$ cat src/rtl/md_stall_ctrl.sv
// Multiply/divide issue and stall controller.
// Starts one mult/div operation at a time and holds md_busy for the unit's fixed
// latency. The D stage is frozen while a dependent instruction waits on HI/LO.
module md_stall_ctrl #(
  parameter int MULT_LAT = 5,
  parameter int DIV_LAT  = 10
) (
  input  logic        clk,
  input  logic        rst_n,
  input  logic [2:0]  E_md_op,
  input  logic        D_md_use,
  input  logic        flush,
  output logic [2:0]  md_start,
  output logic        stall,
  output logic        md_busy,
  output logic [15:0] issue_cnt,
  output logic        err
);

  typedef enum logic {
    IDLE = 1'b0,
    BUSY = 1'b1
  } state_t;

  // The busy counter is loaded with latency-1, so BUSY lasts exactly the latency.
  localparam logic [3:0] MULT_INIT = 4'(MULT_LAT - 1);
  localparam logic [3:0] DIV_INIT  = 4'(DIV_LAT - 1);

  state_t     state;
  state_t     state_nxt;
  logic [3:0] cnt;
  logic [3:0] cnt_nxt;
  logic       op_valid;
  logic       op_is_mult;
  logic       issue;

  // Op codes 1..4 are real operations. Codes 5..7 behave like "none".
  assign op_valid   = (E_md_op >= 3'd1) && (E_md_op <= 3'd4);
  assign op_is_mult = (E_md_op == 3'd1) || (E_md_op == 3'd2);

  // rst_n gates issue so that md_start and stall stay low while reset is held,
  // even though E-stage inputs may still carry an op.
  assign issue = rst_n && (state == IDLE) && op_valid && !flush;

  assign md_start = issue ? E_md_op : 3'd0;
  assign stall    = rst_n && D_md_use && ((state == BUSY) || issue);
  assign md_busy  = (state == BUSY);

  // Next-state and counter logic for the IDLE/BUSY controller.
  always_comb begin
    // NOTE: every signal driven here gets a default first, so no path leaves it unassigned and no latch is inferred.
    state_nxt = state;
    cnt_nxt   = cnt;
    unique case (state)
      IDLE: begin
        if (issue) begin
          state_nxt = BUSY;
          cnt_nxt   = op_is_mult ? MULT_INIT : DIV_INIT;
        end
      end
      BUSY: begin
        // A flush does not abort here: the unit has already committed HI/LO.
        if (cnt == 4'd0) state_nxt = IDLE;
        else             cnt_nxt   = cnt - 4'd1;
      end
      default: begin
        state_nxt = IDLE;
        cnt_nxt   = 4'd0;
      end
    endcase
  end

  // State and busy-counter registers.
  always_ff @(posedge clk or negedge rst_n) begin
    // NOTE: sequential state uses non-blocking assignments, so all registers update together from pre-edge values.
    if (!rst_n) begin
      state <= IDLE;
      cnt   <= 4'd0;
    end else begin
      state <= state_nxt;
      cnt   <= cnt_nxt;
    end
  end

  // Accepted-issue counter and sticky protocol-error flag.
  always_ff @(posedge clk or negedge rst_n) begin
    if (!rst_n) begin
      issue_cnt <= 16'd0;
      err       <= 1'b0;
    end else begin
      if (issue) issue_cnt <= issue_cnt + 16'd1;
      // A new op arriving while busy is a pipeline protocol violation.
      if ((state == BUSY) && op_valid) err <= 1'b1;
    end
  end

endmodule

$ cat config.mk
export PLATFORM = sky130hd
export DESIGN_NAME = md_stall_ctrl
export DESIGN_NICKNAME = d
export VERILOG_FILES = /design/src/rtl/md_stall_ctrl.sv
export SDC_FILE = /design/constraint.sdc
export NUM_CORES = 1
export LEC_CHECK = 0
export CAP_MARGIN = 0
export CORE_MARGIN = 1
export CORE_UTILIZATION = 48
export CTS_CLUSTER_DIAMETER = 120
export DETAILED_ROUTE_END_ITERATION = 8
export GPL_TIMING_DRIVEN = 0
export PLACE_DENSITY = 0.89
export SETUP_SLACK_MARGIN = 0.2
export SLEW_MARGIN = 20
export SYNTH_ARGS = -nofsm -noshare
export SYNTH_HDL_FRONTEND = slang
export SYNTH_SLANG_ARGS = --single-unit
export TNS_END_PERCENT = 100
$ cat constraint.sdc
create_clock -name clk -period 2 [get_ports clk]
set_input_delay 0.2 -clock clk [delete_from_list [all_inputs] [get_ports clk]]
set_output_delay 0.2 -clock clk [all_outputs]
set_load 0.1 [all_outputs]
[After elaboration in Yosys (flattened, before gate mapping)]
Index checks and enable logic that the tools add are counted.
Storage, ports and cells
  word-level logic and storage cells: 33
  register bits after elaboration: 22
  output and inout bits: 22
Operators by class
  bitwise gates (word level): 1
  reduce and logical (&&, ||, !) cells: 12
  $add $sub $neg: 2
  equal/unequal tests: 4
  $lt $le $gt $ge: 2
  muxes and demuxes: 8
Operators with widths (number)
  $add 16x1->16 const B: 1
  $mux 4: 3
  $pmux 4 s2: 1
  $logic_and 1x1->1: 7
  $logic_not 4->1: 1
  $ne 2x2->1 const B: 2
  $sub 4x1->4 const B: 1
  $eq 3x1->1 const B: 1
  $eq 3x2->1 const B: 1
  $ge 3x1->1 const B: 1
  $le 3x3->1 const B: 1
  $mux 3: 1
  $logic_or 1x1->1: 2
  $mux 1: 2
  $pmux 1 s2: 1
  $reduce_and 2->1: 1
  $logic_not 1->1: 1
  $not 1->1: 1

[Longest topological paths before layout]
Gate-level depths: netlist (run 1).
  depth in word-level cells: 6
  mapped depth: 6

[Worst setup path after synthesis (run 1)]
Ideal clock, no wire load.
  path type: register to output
  from: register state (netlist: md_busy)
  to: output port md_start[0]
  data required time: 1.800 ns
  setup slack: -0.550 ns
  cell stages (with the launch flop): 6
  arrival time: 2.350 ns
  cell sequence: dfrtp_1 -> buf_6 -> nor3b_4 -> and3_1 -> clkbuf_2 -> and2_1
Between the ends
  word-level cells in the longest chain between the ends: 5
RTL lines
  start, declared: line 29  | state_t state;
  start signal, assigned: line 80  | state <= state_nxt;
  $not 1->1: line 43  | assign issue = rst_n && (state == IDLE) && op_valid && !flush;
  $logic_and 1x1->1 (3 in series): line 43
  $mux 3: line 45  | assign md_start = issue ? E_md_op : 3'd0;
  end, declared: line 13  | output logic [2:0] md_start,
No other way between the ends.

[Worst setup path in the final report (run 1)]
  from: register state (netlist: md_busy)
  to: output port stall
Between the ends
  word-level cells in the longest chain between the ends: 6
RTL lines
  $not 1->1: line 43
  $logic_and 1x1->1 (3 in series): line 43
  $logic_or 1x1->1 (*): line 46  | assign stall = rst_n && D_md_use && ((state == BUSY) || issue);
  $logic_and 1x1->1 (*): line 46
  end, declared: line 14  | output logic stall,
Every way passes the cells marked *; elsewhere a longest branch is shown, timed or not.

==> metrics.cfg, run 1 <==
[sta]
setup_viol = 0
fin_crit_sh_pct = 97.2
rsz0062_at_grt = true
holdWs_ns = 0.471
hold_viol_final = 0
period_minus_slack_ns = 1.94
fin_skew_ns = 0.00107
report.final.slew_viol_count = 0
clock.fmax_mhz = 514
tns_ns = 0
worst_slack_ns = 0.0552
slew_headroom_pct = 35.5
tightest_slew_ns = 0.972

[clock_tree]
cts_made_buffers = 3
clock_sinks = 22
cts_tree = built
clock_path_buffers = 2
root_buffer = clkbuf_4
clk_latency_ns = 0.30
cts-htree-levels = 1
clk_pin_slew_worst_paths_ns = 0.12

[placement]
io_buffers = 28
gp_congestion = 0.802
hpwlAfterDp_um = 1760
dp.cells = 162
pre_cts_slack_ns = -1.72

[job]
cap_violations = 0

[logic_synthesis]
yosys.area.top_type_share_pct = 45.5
yosysSeqAreaShare_pct = 45.5
avgSynthCellArea_sq_um = 11.4
async_flop_share_pct = 100
synthCells = 106
yosys-top-cells-count = dfrtp_1 (22), xnor2_1 (9), xor2_1 (9), nand2_1 (8), nand3_1 (7)
synth_most_common_cell = dfrtp_1
syn_nets = 116
synth_edf_count = 0
ys_warn_count = 0
yosysTopAreaCell = dfrtp_1
synth_cell_types = 33
syn-cell-area_sq_mm = 0.00121
synth_flop_cell = dfrtp_1
synth_seq_cells = 22
synth.area.top_cells = dfrtp_1 (46%), xnor2_1 (6.5%), xor2_1 (6.5%), nor3_2 (3.3%), ha_1 (3.1%)

[floorplanning]
core-area_sq_mm = 0.00230
initial_utilization_pct = 52.7
rows = 17
die_w_um = 52.2
ioPinCount = 29
dieArea_sq_mm = 0.00273
die_h_um = 52.2

[finish]
nNetsFinal = 162
drive_gt1_share_pct = 46.4
syn_to_final_growth_pct = 49.5
antenna_cells = 0
final_cells = 179

[setup_path]
reg2regPathDepth = 9
worst_ep_required_time_ns = 1.80
cp_max_fo = 5
start_kind = flop
crit_type = flop to output port
r2r_start = md_busy
worst-r2r-setup-slack_ns = 0.16
cp-end-kind = output port
cp.arrival_ns = 1.74
reg2reg_to = cnt[3]

[min_path]
hold_depth = 1
hp-start = issue_cnt[15]
hold_path_class = flop to flop
whs_endpoint = issue_cnt[15]

[power]
p_leak_nw = 0.876
p_switching_w = 0.000994
pwr-share-seq_pct = 35.0
intPower_w = 0.000962
p_per_area_mw_per_mm2 = 1080
combPwrFrac_pct = 54.2
ir_drop_mv = 1.10
switching_share_pct = 50.8
power_frac_clock_pct = 10.8

[global_route]
grt-ovfl-total = 0
antenna_found_initial = 0
grt_pass1_wl_um = 4330
grt_start_max_net_pins = 14
grt_use_total_pct = 22.0
grt_pass1_vias = 935

[drt]
drt_first_pass_iters = 4
drt_iter0_markers = 8
drc = 0
ant_nets = 0
vias_per_cell = 5.42
avgRoutedWirePerCell_um = 16.0
vias = 970
routed_wl_um = 2860

[status]
outcome = finished clean

## cell families (layout without fill, tap and decap cells)
kind of cell / after synthesis / count (layout) / share of synthesized area (%)
buffers and inverters: 9 / 54 / 4.76
adder cells (fa/ha/maj): 3 / 3 / 3.10
XOR/XNOR: 18 / 18 / 13.0
AND/OR/NAND/NOR: 44 / 44 / 26.6
flip-flops: 22 / 22 / 45.5
AO/OA/AOI/OAI: 10 / 10 / 7.03
## power by group through the flow
stage	logic [W]	registers (W)	clock network (W)
finish	0.00106	0.000684	0.000211
CTS	0.00102	0.000675	0.000218
global route	0.00111	0.000696	0.000237
global placement	0.000971	0.000676	0
floorplan	0.000371	0.00108	0
detailed placement	0.00101	0.000683	0
## flip-flops by register name, indices dropped and copies added (netlist names)
signal     count
cnt            4
err            1
issue_cnt     16
md_busy        1
## metrics by stage
step	utilization, %	area [sq um]	power (W)
final	78.8	1810	0.00196
after global routing	78.8	1810	0.00204
after CTS	73.6	1690	0.00192
after detailed placement	68.5	1570	0.00169
after global placement	68.5	1570	0.00165
after floorplan	-	1260	0.00145
## worst max-delay path by stage
stage	slack [ns]	startpoint	to
after floorplan	0.1	md_busy	stall
after global placement	-1.64	rst_n	stall
after detailed placement	-1.72	rst_n	stall
after CTS	-0.02	md_busy	stall
after global routing	0.002	md_busy	stall
final	0.06	md_busy	stall
## layout make-up
class	count	area [sq um]
fillers	156	488
inverters	5	18.8
well taps	28	35.0
flip-flops and latches	22	576
multi-input cells	75	713
clock buffers	4	26.3
repair buffers	41	383
plain buffers	4	57.6
## worst max-delay path, cell delays in order (launching register included)
cell     delay (ns)
dfrtp_4        0.49
buf_6          0.13
nor3b_4        0.17
and3_4         0.21
buf_8          0.11
o211a_4        0.16
buf_12         0.16
## routing by layer
layer / GRT usage [%] / share of wire (%) / vias up
met5: 0 / 0 / -
met3: 3.48 / 3.5 / 4
met2: 39.3 / 54 / 23
li1: - / - / 462
met4: 7.02 / 1.3 / 0
met1: 26.8 / 41 / 481
## what timing repair did
| action | in CTS | in global routing |
|---|---|---|
| endpoints found under the setup margin | 43 | 28 |
| setup buffers | 4 | 7 |
| hold buffers | 2 | 0 |
| pin swaps | 3 | 15 |
| gates resized for setup | 71 | 32 |
| endpoints found under the hold margin | 9 | 0 |
## placed cells by master (no fill, tap or decap), types with 2 or more instances in the layout
cell type        synthesis  layout
xor2_1                   9       9
dlygate4sd2_1            0       8
nand2_1                  8       8
dfrtp_2                  0      11
clkdlybuf4s15_2          0       2
dfrtp_1                 22       8
nand4_1                  2       2
nor3_4                   0       4
clkbuf_2                 1       8
nor3_1                   3       2
and2_4                   0       2
and3_4                   0       2
clkdlybuf4s15_1          0       4
xnor2_1                  9       9
nor4_4                   1       5
buf_4                    0       9
ha_1                     3       3
buf_12                   0       5
clkdlybuf4s50_1          0       2
nand3_1                  7       7
and4_1                   2       2
dlygate4sd3_1            0       2
clkbuf_4                 0       3
buf_6                    3       4
inv_1                    5       5
dfrtp_4                  0       3
o21ai_1                  2       2
Power figures use the tool's default switching activity.
==> run 2: changes to the inputs <==
--- a/config.mk
+++ b/config.mk
@@ -5,6 +5,7 @@
 export SDC_FILE = /design/constraint.sdc
 export NUM_CORES = 1
 export LEC_CHECK = 0
+export ABC_CLOCK_PERIOD_IN_PS = 2000
 export CAP_MARGIN = 0
 export CORE_MARGIN = 1
 export CORE_UTILIZATION = 48
==> results of run 2 <==
The final DEF is identical to that of run 1; final timing and power are the same.
==> run 3: changes to the inputs <==
--- a/config.mk
+++ b/config.mk
@@ -12,6 +12,7 @@
 export CTS_CLUSTER_DIAMETER = 120
 export DETAILED_ROUTE_END_ITERATION = 8
 export GPL_TIMING_DRIVEN = 0
+export HOLD_SLACK_MARGIN = 0.05
 export PLACE_DENSITY = 0.89
 export SETUP_SLACK_MARGIN = 0.2
 export SLEW_MARGIN = 20
==> run 3 against run 2 <==
Sequential power about the same. Clock-buffer cell count did not move. Utilization decreased by 0.65 points. Via count increased by 0.10%. Sequential share of layout area is 0.27 points higher. Largest cell class unchanged.
==> metrics.cfg, run 3 (synthesis gave the netlist of run 1 again) <==
[finish]
final_cells = 178  ; -0.56%
regMostFlops = issue_cnt
largest_registers = issue_cnt (16), cnt (4)
syn_to_final_growth_pct = 48.3
drive_gt1_share_pct = 47.3  ; +0.98 points
nNetsFinal = 161  ; -0.62%
largest_register_ff_count = 16  ; unchanged
antenna_cells = 0  ; unchanged
fillers = 157  ; +0.64%
final_common_cell = dfrtp_2
mostFrequentLayoutCells = dfrtp_2 (11), xor2_1 (9), xnor2_1 (9), buf_4 (9)

[setup_path]
cp.arrival_ns = 1.74  ; about the same
cp_max_fo = 5  ; unchanged
cp-end-kind = output port
start_kind = flop
worst_ep_required_time_ns = 1.80  ; about the same
crit_type = flop to output port

[floorplanning]
core-area_sq_mm = 0.00230  ; unchanged
die_w_um = 52.2  ; unchanged
rows = 17  ; unchanged
dieArea_sq_mm = 0.00273  ; unchanged
initial_utilization_pct = 52.7  ; unchanged
ioPinCount = 29  ; unchanged
die_h_um = 52.2  ; unchanged

[clock_tree]
root_buffer = clkbuf_4
cts_made_buffers = 3  ; unchanged
clock_path_buffers = 2  ; unchanged
cts_tree = built
clock_sinks = 22  ; unchanged
clk_pin_slew_worst_paths_ns = 0.12  ; about the same
cts-htree-levels = 1  ; unchanged
clk_latency_ns = 0.30  ; about the same

[global_route]
antenna_found_initial = 0  ; unchanged
grt_start_max_net_pins = 23  ; +9
grt-ovfl-total = 0  ; unchanged
grt_pass1_wl_um = 4300  ; -0.65%
grt_pass1_vias = 928  ; -0.75%
grt_use_total_pct = 21.8  ; -0.12 points

[status]
outcome = finished clean

[drt]
vias_per_cell = 5.46  ; +0.67%
vias = 971  ; +0.10%
ant_nets = 0  ; unchanged
avgRoutedWirePerCell_um = 15.9  ; -0.49%
routed_wl_um = 2830  ; -1.0%
drt_first_pass_iters = 4  ; unchanged
drt_iter0_markers = 7  ; -1
drc = 0  ; unchanged

[power]
intPower_w = 0.000960  ; -0.20%
switching_share_pct = 50.9  ; +0.057 points
combPwrFrac_pct = 54.2  ; about the same
p_switching_w = 0.000994  ; about the same
p_per_area_mw_per_mm2 = 1090  ; +0.76%
power_frac_clock_pct = 10.7  ; about the same
p_leak_nw = 0.872  ; -0.50%
ir_drop_mv = 1.10  ; -0.14%
pwr-share-seq_pct = 35.0  ; about the same

[sta]
holdWs_ns = 0.117  ; -0.354 ns
fin_crit_sh_pct = 97.1  ; -0.11 points
slew_headroom_pct = 35.5  ; about the same
report.final.slew_viol_count = 0  ; unchanged
setup_viol = 0  ; unchanged
hold_viol_final = 0  ; unchanged
period_minus_slack_ns = 1.94  ; -0.00211 ns
fin_skew_ns = 0.00240  ; +0.00132 ns
rsz0062_at_grt = true
clock.fmax_mhz = 515  ; +0.11%
tightest_slew_ns = 0.971  ; -0.000216 ns

[placement]
hpwlAfterDp_um = 1760  ; unchanged
gp_congestion = 0.802  ; unchanged
dp.cells = 162  ; unchanged
io_buffers = 28  ; unchanged

[min_path]
hold_path_class = input port to asynchronous set/reset pin

[job]
cap_violations = 0  ; unchanged

run 3: cell types whose count changed in the layout (fill, tap and decap cells not counted), sizes merged:
cell,delta
buf,+1
dlygate4sd3,-2
run 3: critical path: stages, from the launching register on:
cell     delay (ns)
dfrtp_4        0.49
buf_6          0.13
nor3b_4        0.17
and3_4         0.21
buf_8          0.11
o211a_4        0.16
buf_12         0.16
run 3: final cells by class:
| class | instances | area (sq um) | share of cell area, % |
|---|---|---|---|
| tap | 28 | 35.0 | 1.95 |
| inverter | 5 | 18.8 | 1.05 |
| sequential | 22 | 576 | 32.1 |
| multi-input combinational | 75 | 713 | 39.7 |
| clock buffer | 4 | 26.3 | 1.46 |
| buffer | 4 | 57.6 | 3.21 |
| timing repair buffer | 40 | 368 | 20.5 |
run 3: final timing paths:
path,startpoint,to,cells past startpoint,slack [ns]
worst max-delay path,md_busy,stall,6,0.06
worst min register to register,issue_cnt[15],issue_cnt[15],1,0.47
min in group clk,issue_cnt[15],issue_cnt[15],1,0.47
worst max register to register,md_busy,cnt[3],9,0.16
max in group asynchronous,rst_n,md_busy,2,1.51
worst min-delay path,rst_n,err,2,0.12
run 3: power groups by stage:
stage / Sequential [W] / Combinational [W] / Clock (W)
3_5_place_dp: 0.000683 / 0.00101 / 0
6_report: 0.000684 / 0.00106 / 0.000210
5_1_grt: 0.000696 / 0.00111 / 0.000237
4_1_cts: 0.000675 / 0.00102 / 0.000218
3_3_place_gp: 0.000676 / 0.000971 / 0
2_1_floorplan: 0.00108 / 0.000371 / 0
run 3: per-stage QoR:
step / utilization [%] / setup slack (ns) / TNS (ns) / power, W / area (sq um)
after floorplan: - / 0.0960 / 0 / 0.00145 / 1260
after global placement: 68.5 / -1.64 / -17.29 / 0.00165 / 1570
after detailed placement: 68.5 / -1.72 / -19.36 / 0.00169 / 1570
after CTS: 73.1 / -0.0210 / -0.0414 / 0.00192 / 1680
after global routing: 78.1 / 0.00203 / 0 / 0.00204 / 1790
final: 78.1 / 0.0573 / 0 / 0.00195 / 1790
run 3: per-layer routing:
metal  track usage (%)  wire length (um)
met5                 0                 0
met3              3.48               111
met2              39.1              1540
met4              7.02                36
met1              26.6              1140
run 3: what timing repair did:
action / in CTS / in global routing
buffers inserted: 4 / 7
resized for setup: 71 / 32
endpoints found under the setup margin: 43 / 28
hold buffers: 1 / 0
pin swaps: 3 / 15
hold endpoints to repair: 22 / 0
